`src/rtl/mem_stage.sv`:
```
// mem_stage: byte-serial load/store stage over a shared 8-bit RAM port.
// Optional `MEM_FWD_EN adds fwd_write/fwd_addr/fwd_data outputs for ID.
module mem_stage #(
   parameter int RAM_ADDR_W = 17
) (
   input  logic                  clock,
   input  logic                  reset,
   input  logic                  write_i,
   input  logic [4:0]            regw_addr_i,
   input  logic [31:0]           regw_data_i,
   input  logic [3:0]            mem_op_i,
   input  logic [31:0]           mem_addr_i,
   input  logic [31:0]           mem_wdata_i,
   input  logic                  mem_grant,
   input  logic [7:0]            ram_din,
   output logic [RAM_ADDR_W-1:0] ram_addr,
   output logic [7:0]            ram_dout,
   output logic                  ram_wr,
   output logic                  mem_req,
   output logic                  stall_req,
   output logic                  write_o,
   output logic [4:0]            regw_addr_o,
   output logic [31:0]           regw_data_o
`ifdef MEM_FWD_EN
   ,
   output logic                  fwd_write,
   output logic [4:0]            fwd_addr,
   output logic [31:0]           fwd_data
`endif
);

   localparam logic [3:0] OP_LB  = 4'd1;
   localparam logic [3:0] OP_LH  = 4'd2;
   localparam logic [3:0] OP_LW  = 4'd3;
   localparam logic [3:0] OP_LBU = 4'd4;
   localparam logic [3:0] OP_LHU = 4'd5;
   localparam logic [3:0] OP_SB  = 4'd6;
   localparam logic [3:0] OP_SH  = 4'd7;
   localparam logic [3:0] OP_SW  = 4'd8;

   typedef enum logic [1:0] {
      IDLE,
      BUSY,
      DRAIN,
      FINISH
   } state_t;

   state_t      state;
   state_t      state_n;
   logic [1:0]  cnt;
   logic [1:0]  cnt_n;
   logic        issued;
   logic        issued_n;
   logic [1:0]  slot;
   logic [1:0]  slot_n;
   logic [31:0] rd_buf;

   logic        is_load;
   logic        is_store;
   logic [1:0]  last_idx;
   logic [31:0] load_val;

   logic        unused_addr;
   assign unused_addr = ^mem_addr_i[31:RAM_ADDR_W];

   // Classify the operation and find the index of its final byte.
   always_comb begin
      is_load  = 1'b0;
      is_store = 1'b0;
      last_idx = 2'd0;
      unique case (mem_op_i)
         OP_LB, OP_LBU: begin
            is_load  = 1'b1;
            last_idx = 2'd0;
         end
         OP_LH, OP_LHU: begin
            is_load  = 1'b1;
            last_idx = 2'd1;
         end
         OP_LW: begin
            is_load  = 1'b1;
            last_idx = 2'd3;
         end
         OP_SB: begin
            is_store = 1'b1;
            last_idx = 2'd0;
         end
         OP_SH: begin
            is_store = 1'b1;
            last_idx = 2'd1;
         end
         OP_SW: begin
            is_store = 1'b1;
            last_idx = 2'd3;
         end
         default: begin
            is_load  = 1'b0;
            is_store = 1'b0;
            last_idx = 2'd0;
         end
      endcase
   end

   // Sign- or zero-extend the assembled load bytes.
   always_comb begin
      load_val = rd_buf;
      unique case (mem_op_i)
         OP_LB:   load_val = {{24{rd_buf[7]}}, rd_buf[7:0]};
         OP_LH:   load_val = {{16{rd_buf[15]}}, rd_buf[15:0]};
         OP_LBU:  load_val = {24'd0, rd_buf[7:0]};
         OP_LHU:  load_val = {16'd0, rd_buf[15:0]};
         default: load_val = rd_buf;
      endcase
   end

   // State, byte counter and pending-capture bookkeeping.
   always_ff @(posedge clock) begin
      if (reset) begin
         state  <= IDLE;
         cnt    <= 2'd0;
         issued <= 1'b0;
         slot   <= 2'd0;
      end else begin
         state  <= state_n;
         cnt    <= cnt_n;
         issued <= issued_n;
         slot   <= slot_n;
      end
   end

   // Capture a read byte one cycle after its address was issued.
   always_ff @(posedge clock) begin
      if (reset) begin
         rd_buf <= 32'd0;
      end else if (issued) begin
         rd_buf[{slot, 3'b000} +: 8] <= ram_din;
      end
   end

   // Next-state logic and all stage outputs.
   always_comb begin
      state_n     = state;
      cnt_n       = cnt;
      issued_n    = 1'b0;
      slot_n      = slot;
      mem_req     = 1'b0;
      stall_req   = 1'b0;
      ram_wr      = 1'b0;
      write_o     = 1'b0;
      regw_addr_o = 5'd0;
      regw_data_o = 32'd0;
      ram_addr    = mem_addr_i[RAM_ADDR_W-1:0]
                  + RAM_ADDR_W'(cnt);
      ram_dout    = mem_wdata_i[{cnt, 3'b000} +: 8];

      unique case (state)
         IDLE: begin
            if (is_load || is_store) begin
               stall_req = 1'b1;
               cnt_n     = 2'd0;
               state_n   = BUSY;
            end else begin
               write_o     = write_i;
               regw_addr_o = regw_addr_i;
               regw_data_o = regw_data_i;
            end
         end
         BUSY: begin
            mem_req   = 1'b1;
            stall_req = 1'b1;
            if (!(is_load || is_store)) begin
               state_n = IDLE;
            end else if (mem_grant) begin
               ram_wr   = is_store;
               issued_n = is_load;
               slot_n   = cnt;
               cnt_n    = cnt + 2'd1;
               if (cnt == last_idx) begin
                  state_n = is_store ? FINISH : DRAIN;
               end
            end
         end
         DRAIN: begin
            stall_req = 1'b1;
            state_n   = FINISH;
         end
         FINISH: begin
            state_n     = IDLE;
            regw_addr_o = regw_addr_i;
            if (is_load) begin
               write_o     = write_i;
               regw_data_o = load_val;
            end else begin
               regw_data_o = regw_data_i;
            end
         end
         default: state_n = IDLE;
      endcase

      if (reset) begin
         ram_wr      = 1'b0;
         mem_req     = 1'b0;
         stall_req   = 1'b0;
         write_o     = 1'b0;
         regw_addr_o = 5'd0;
         regw_data_o = 32'd0;
      end
   end

`ifdef MEM_FWD_EN
   assign fwd_write = ~stall_req & write_o
                    & (regw_addr_o != 5'd0);
   assign fwd_addr  = stall_req ? 5'd0 : regw_addr_o;
   assign fwd_data  = stall_req ? 32'd0 : regw_data_o;
`endif

endmodule
```
`config.mk`:
```
export PLATFORM = sky130hd
export DESIGN_NAME = mem_stage
export DESIGN_NICKNAME = d
export VERILOG_FILES = /design/src/rtl/mem_stage.sv
export SDC_FILE = /design/constraint.sdc
export NUM_CORES = 1
export LEC_CHECK = 0
export ABC_CLOCK_PERIOD_IN_PS = 2300
export CELL_PAD_IN_SITES_DETAIL_PLACEMENT = 1
export CELL_PAD_IN_SITES_GLOBAL_PLACEMENT = 1
export CORE_MARGIN = 2
export CORE_UTILIZATION = 27
export CTS_CLUSTER_SIZE = 28
export DETAILED_ROUTE_END_ITERATION = 10
export GPL_TIMING_DRIVEN = 0
export PLACE_DENSITY_LB_ADDON = 0.1
export SYNTH_ARGS = -nofsm -noshare
export SYNTH_HDL_FRONTEND = slang
export SYNTH_SLANG_ARGS = --single-unit
```
`constraint.sdc`:
```
create_clock -name clock -period 2.3 [get_ports clock]
set_input_delay 0.23 -clock clock [delete_from_list [all_inputs] [get_ports clock]]
set_output_delay 0.23 -clock clock [all_outputs]
set_load 0.005 [all_outputs]
```
# Word-level counts from Yosys, hierarchy flattened
# Cells that the tools add are included.
# classes
n_eq_ne,17
n_bitwise,3
n_shift,3
add_sub_neg,3
mux,35
n_reduce_logical,12
# ops
op,count
one-hot mux 32 bit (4 select lines),1
two-way mux 32 bit,3
one-hot mux 32 bit (2 select lines),1
bitwise mux 32 bit,1
"variable shift 8 x 7 -> 32 bit, first input constant",1
variable part select 32 x 6 -> 8 bit,1
variable part select 8 x 7 -> 32 bit,1
adder 17 x 2 -> 17 bit,1
"== test 4 x 3 -> 1 bit, second input constant",4
two-way mux 1 bit,14
two-way mux 2 bit,7
two-way mux 5 bit,2
one-hot mux 5 bit (2 select lines),1
"== test 4 x 2 -> 1 bit, second input constant",2
one-hot mux 2 bit (2 select lines),2
one-hot mux 2 bit (4 select lines),1
negator 5 -> 7 bit,1
"!= test 2 bit, second input constant",3
"!= test 3 bit, second input constant",2
AND reduction 3 bit,2
OR reduction 3 bit,2
OR reduction 5 bit,1
"== test 2 bit, second input constant",2
"== test 4 x 1 -> 1 bit, second input constant",1
other kinds (12),16
# totals
out_inout_bits,66
word_cells,78
reg_bits,39
input_bits,117

# Depth between registers and ports, before layout
# Gate-level depths: netlist of the first run.
# logic_depth
depth_word,8
ltp_mapped,8
mapped_depth_nobuf,7

# Least setup slack after synthesis of the first run
# OpenSTA, ideal clock, no wires.
# synth_path
path_kind,flip-flop to output port
startpoint,register state[0]
endpoint,output regw_data_o[10]
slack_ns,0.354
path_stages_with_launch,7
arrival_time_ns,1.716
cell_sequence,dfxtp_1 > inv_1 > ha_1 > or2_2 > buf_1 > nor2_1 > a32o_1
# synth_via
elab_chain_cells,3
elab_cells_between_ends,4
cone_classes,eq/ne: 1; mux: 2; reduce/logical: 1
# synth_lines
element,line,text
"start, declared",48,state_t state;
"start signal, assigned",124,state <= state_n;
== test 2 bit or logical NOT 2 bit (tied branches),156,unique case (state)
one-hot mux 32 bit (2 select lines) (*),156,
two-way mux 32 bit (*),200,if (reset) begin
"end, declared",23,output logic [31:0] regw_data_o
# Every way passes the cells marked *; elsewhere a longest branch is shown, timed or not.

# Worst setup path in the final report of the first run
# layout_path
startpoint,register state[0]
endpoint,output regw_data_o[9]
# The elaborated chain is that of the path after synthesis.

==> results of run 1 <==
-- synth_stat cells (3+ instances only) --
cell / number
xor2_1: 5
a31oi_1: 15
inv_2: 3
a21oi_1: 16
nor4b_2: 3
mux4_2: 8
nor2b_1: 3
buf_2: 6
xnor2_1: 13
o21ai_1: 11
nand3_1: 8
nor2_1: 76
o2111ai_1: 15
mux2i_1: 3
dfxtp_1: 39
nor3_1: 3
nand2_1: 31
or3_1: 18
clkbuf_1: 20
ha_1: 11
a32o_1: 8
o211ai_1: 3
o22ai_1: 9
inv_1: 5
a22oi_1: 33
and2_1: 8
-- timing repair --
action,4_1_cts,5_1_grt
buffers inserted,30,21
setup endpoints to repair,60,46
resized for setup,157,64
gates cloned,0,1
pin swaps,24,32
hold buffers,0,0
endpoints found under the hold margin,0,0
-- worst register-to-register path, cell delays in order, from the launching register on --
cell and delay (ps):
dfxtp_1 480, inv_1 190, ha_1 410, nor4b_2 700
a22oi_1 180, nor2_1 160
-- state kept, by name (all words and copies together), names as in the netlist, named ones only --
name / flops
slot: 2
cnt: 2
state: 1
rd_buf: 32
issued: 1
-- cells in the final DEF (no fill, tap or decap), types with 9 or more instances in the layout --
cell,synthesis,routed
o22ai_1,9,9
dfxtp_1,39,34
buf_2,6,12
nand2_1,31,30
o2111ai_1,15,15
dlymetal6s2s_1,0,15
o21ai_1,11,11
buf_6,2,12
a31oi_1,15,13
dlygate4sd2_1,0,19
a22oi_1,33,33
nor2_1,76,72
xnor2_1,13,10
clkdlybuf4s50_1,0,114
or3_1,18,14
buf_4,1,48
-- metal layers --
layer | track usage [%] | wire [µm]
met3 | 2.57 | 645
met1 | 26.6 | 6440
met2 | 39.6 | 7520
met4 | 4.47 | 149
met5 | 0 | 0
-- logic make-up (layout without fill, tap and decap cells) --
family | count (synthesis) | after routing
adders and majority gates | 12 | 12
DFF | 39 | 39
muxes | 11 | 11
xor gates and xnor gates | 18 | 18
AOI/OAI and AO/OA | 126 | 126
buffers and inverters | 38 | 258
and+or+nand+nor | 166 | 166
-- through the flow --
stage | total power, mW | setup WS (ps)
3_3_place_gp | 1.80 | -935
4_1_cts | 2.91 | -143
5_1_grt | 3.17 | -31.0
6_report | 3.04 | 65.8
3_5_place_dp | 1.82 | -927
2_1_floorplan | 1.23 | 354
-- power by group --
| group | leakage [nW] | total, mW | switching [mW] | internal (mW) |
|---|---|---|---|---|
| clock | 0.0911 | 0.907 | 0.284 | 0.622 |
| sequential | 0.318 | 0.716 | 0.0203 | 0.695 |
| combinational | 2.12 | 1.42 | 0.642 | 0.777 |
| total | 2.53 | 3.04 | 0.946 | 2.09 |
-- how the worst max path moves through the flow --
stage	endpoint	slack, ps
2_1_floorplan	regw_data_o[10]	350
3_3_place_gp	regw_data_o[30]	-930
5_1_grt	rd_buf[12]	-30
6_report	regw_data_o[9]	70
3_5_place_dp	regw_data_o[30]	-930
4_1_cts	regw_data_o[13]	-140
-- layout make-up --
class                      count  share of cell area, %
multi-input combinational    333                   43.3
timing repair buffer         217                   33.2
sequential                    39                   13.0
buffer                        25                   3.82
tap                          143                   2.94
clock buffer                   6                   2.11
clock inverter                 2                  0.985
inverter                       8                  0.616
==> run_results.csv, run 1 <==
group,metric,value,unit
run_status,status,"complete, no violations",
logic_synthesis,synth_top_family_by_area,"compound AO/OA/AOI/OAI gates",
setup_path,crit_path_end_kind,"output pin",
logic_synthesis,synth-xor-area-share,4.89,%
setup_path,critical_path.most_common_cell,"buf_4",
finish,syn2layout_area_growth,89.0,%
logic_synthesis,synthSimpleGateAreaFrac,25.6,%
logic_synthesis,async_flop_share,0,%
sta,fin_crit_sh,97.1,%
logic_synthesis,ys_warn_count,0,
power,leakage,2.53,nW
sta,setup_viol,0,
finish,drive_gt1_share,26.3,%
floorplan,initial_core_util,28.0,%
sta,finalHoldViolations,0,
setup_path,slowest_stage,"dfxtp_4",
logic_synthesis,synth_area_leaders,"dfxtp_1 (24%), nor2_1 (8.8%), a22oi_1 (7.7%)",
finish,n_antenna_cell,0,
sta,tns,0,ps
sta,final_max_slew_viol_count,0,
place,placed_area,5060,µm²
global_route,grt_pass1_wl,22200,µm
sta,tightest_slew,820,ps
setup_path,crit_chain,"inv_2 -> ha_4 -> or2_4 -> nor2_4 -> buf_4 -> buf_4 -> a32o_1 -> dlygate4sd2_1",
global_route,grt_antenna_before_repair,0,
floorplan,fp.coreArea,11500,µm²
detailed_routing,wl_per_cell,19.1,µm
logic_synthesis,synthFlopType,"dfxtp_1",
hold_path,hold_class,"primary input to register",
power,powerDensity,499,nW/µm²
setup_path,criticalPathCategory,"register to output pin",
clocking,cts.clk_slew.worst_paths,60,ps
power,ir_drop,0.000330,V
clocking,cts_tree,"yes",
sta,fin_worst_skew,5.42,ps
setup_path,ff2ff_path_depth,5,
place,routabilityCongestion,0.826,
setup_path,worstPathMaxFanout,5,
clocking,cts_buffers,5,
detailed_routing,final_antenna_net_count,0,
floorplan,rows,39,
logic_synthesis,synth_cell_types,58,
place,dp_cells,718,
finish,nFillCells,1333,
setup_path,critPathLaunch,"state[0]",
floorplan,die_w,113,µm
clocking,cts_sinks,39,
place,place_hpwl,10200,µm
setup_path,crit_family,"buffers and inverters",
logic_synthesis,synth_edf_count,0,
logic_synthesis,seq_area_frac_synth,24.2,%
sta,hold_ws,478,ps
logic_synthesis,synthCells,410,
clocking,htree_levels,2,
finish,nNetsFinal,758,
setup_path,start_kind,"register",
global_route,overflow,0,
sta,layout_min_cycle_time,2230,ps
detailed_routing,via_count,4119,
setup_path,r2r-end,"rd_buf[15]",
finish,final_cells,773,
floorplan,die_area,12800,µm²
hold_path,hold_end,"issued",
global_route,grt_pass1_vias,4236,
setup_path,reg2reg_slack,110,ps
setup_path,crit_cells,8,
finish,final_cell_area,6100,µm²
logic_synthesis,mappedNetlistArea,3230,µm²
sta,clock.fmax,448,MHz
floorplan,fp.dieH,113,µm
clocking,clock_path_buffers,2,
finish,utilization,52.9,%
finish,multi_input_area,2640,µm²
logic_synthesis,synth_fa_ha_area_share,4.89,%
floorplan,io_pins,183,
setup_path,r2r_start,"slot[0]",
global_route,grt_usage,21.4,%
detailed_routing,initialDrtViolationCount,167,
logic_synthesis,syn-num-nets,539,
setup_path,worstPathRequired,2070,ps
finish,seq_area,795,µm²
detailed_routing,routed_wl,14800,µm
logic_synthesis,postSynthAreaPerCell,7.87,µm²
clocking,clock-root-buffer,"clkbuf_16",
clocking,clk_latency,290,ps
hold_path,hold_start,"mem_op_i[3]",
setup_path,path_buf_inv,4,
logic_synthesis,yosys.area.top_type_share,24.2,%
detailed_routing,vias_per_cell,5.33,
sta,max_slew_margin,45.2,%
hold_path,hold_depth,5,
setup_path,arrival,2000,ps
global_route,grt_max_degree,13,
detailed_routing,firstDrtPassIters,4,
logic_synthesis,synthMuxAreaShare,6.52,%
job,cap_violations,0,
setup_path,critical-path-max-stage-delay,370,ps
detailed_routing,drc,0,
logic_synthesis,synth_compound_area_share,28.7,%
logic_synthesis,ys_ff_latch,39,
logic_synthesis,synth_largest_area_cell,"dfxtp_1",
place,port_buffers,165,
(Power assumes the default switching activity.)
==> run 2, diff against run 1 <==
--- a/config.mk
+++ b/config.mk
@@ -14,6 +14,7 @@
 export DETAILED_ROUTE_END_ITERATION = 10
 export GPL_TIMING_DRIVEN = 0
 export PLACE_DENSITY_LB_ADDON = 0.1
+export SLEW_MARGIN = 10
 export SYNTH_ARGS = -nofsm -noshare
 export SYNTH_HDL_FRONTEND = slang
 export SYNTH_SLANG_ARGS = --single-unit
==> results of run 2 <==
No change in the layout: final DEF, timing and power equal those of run 1.
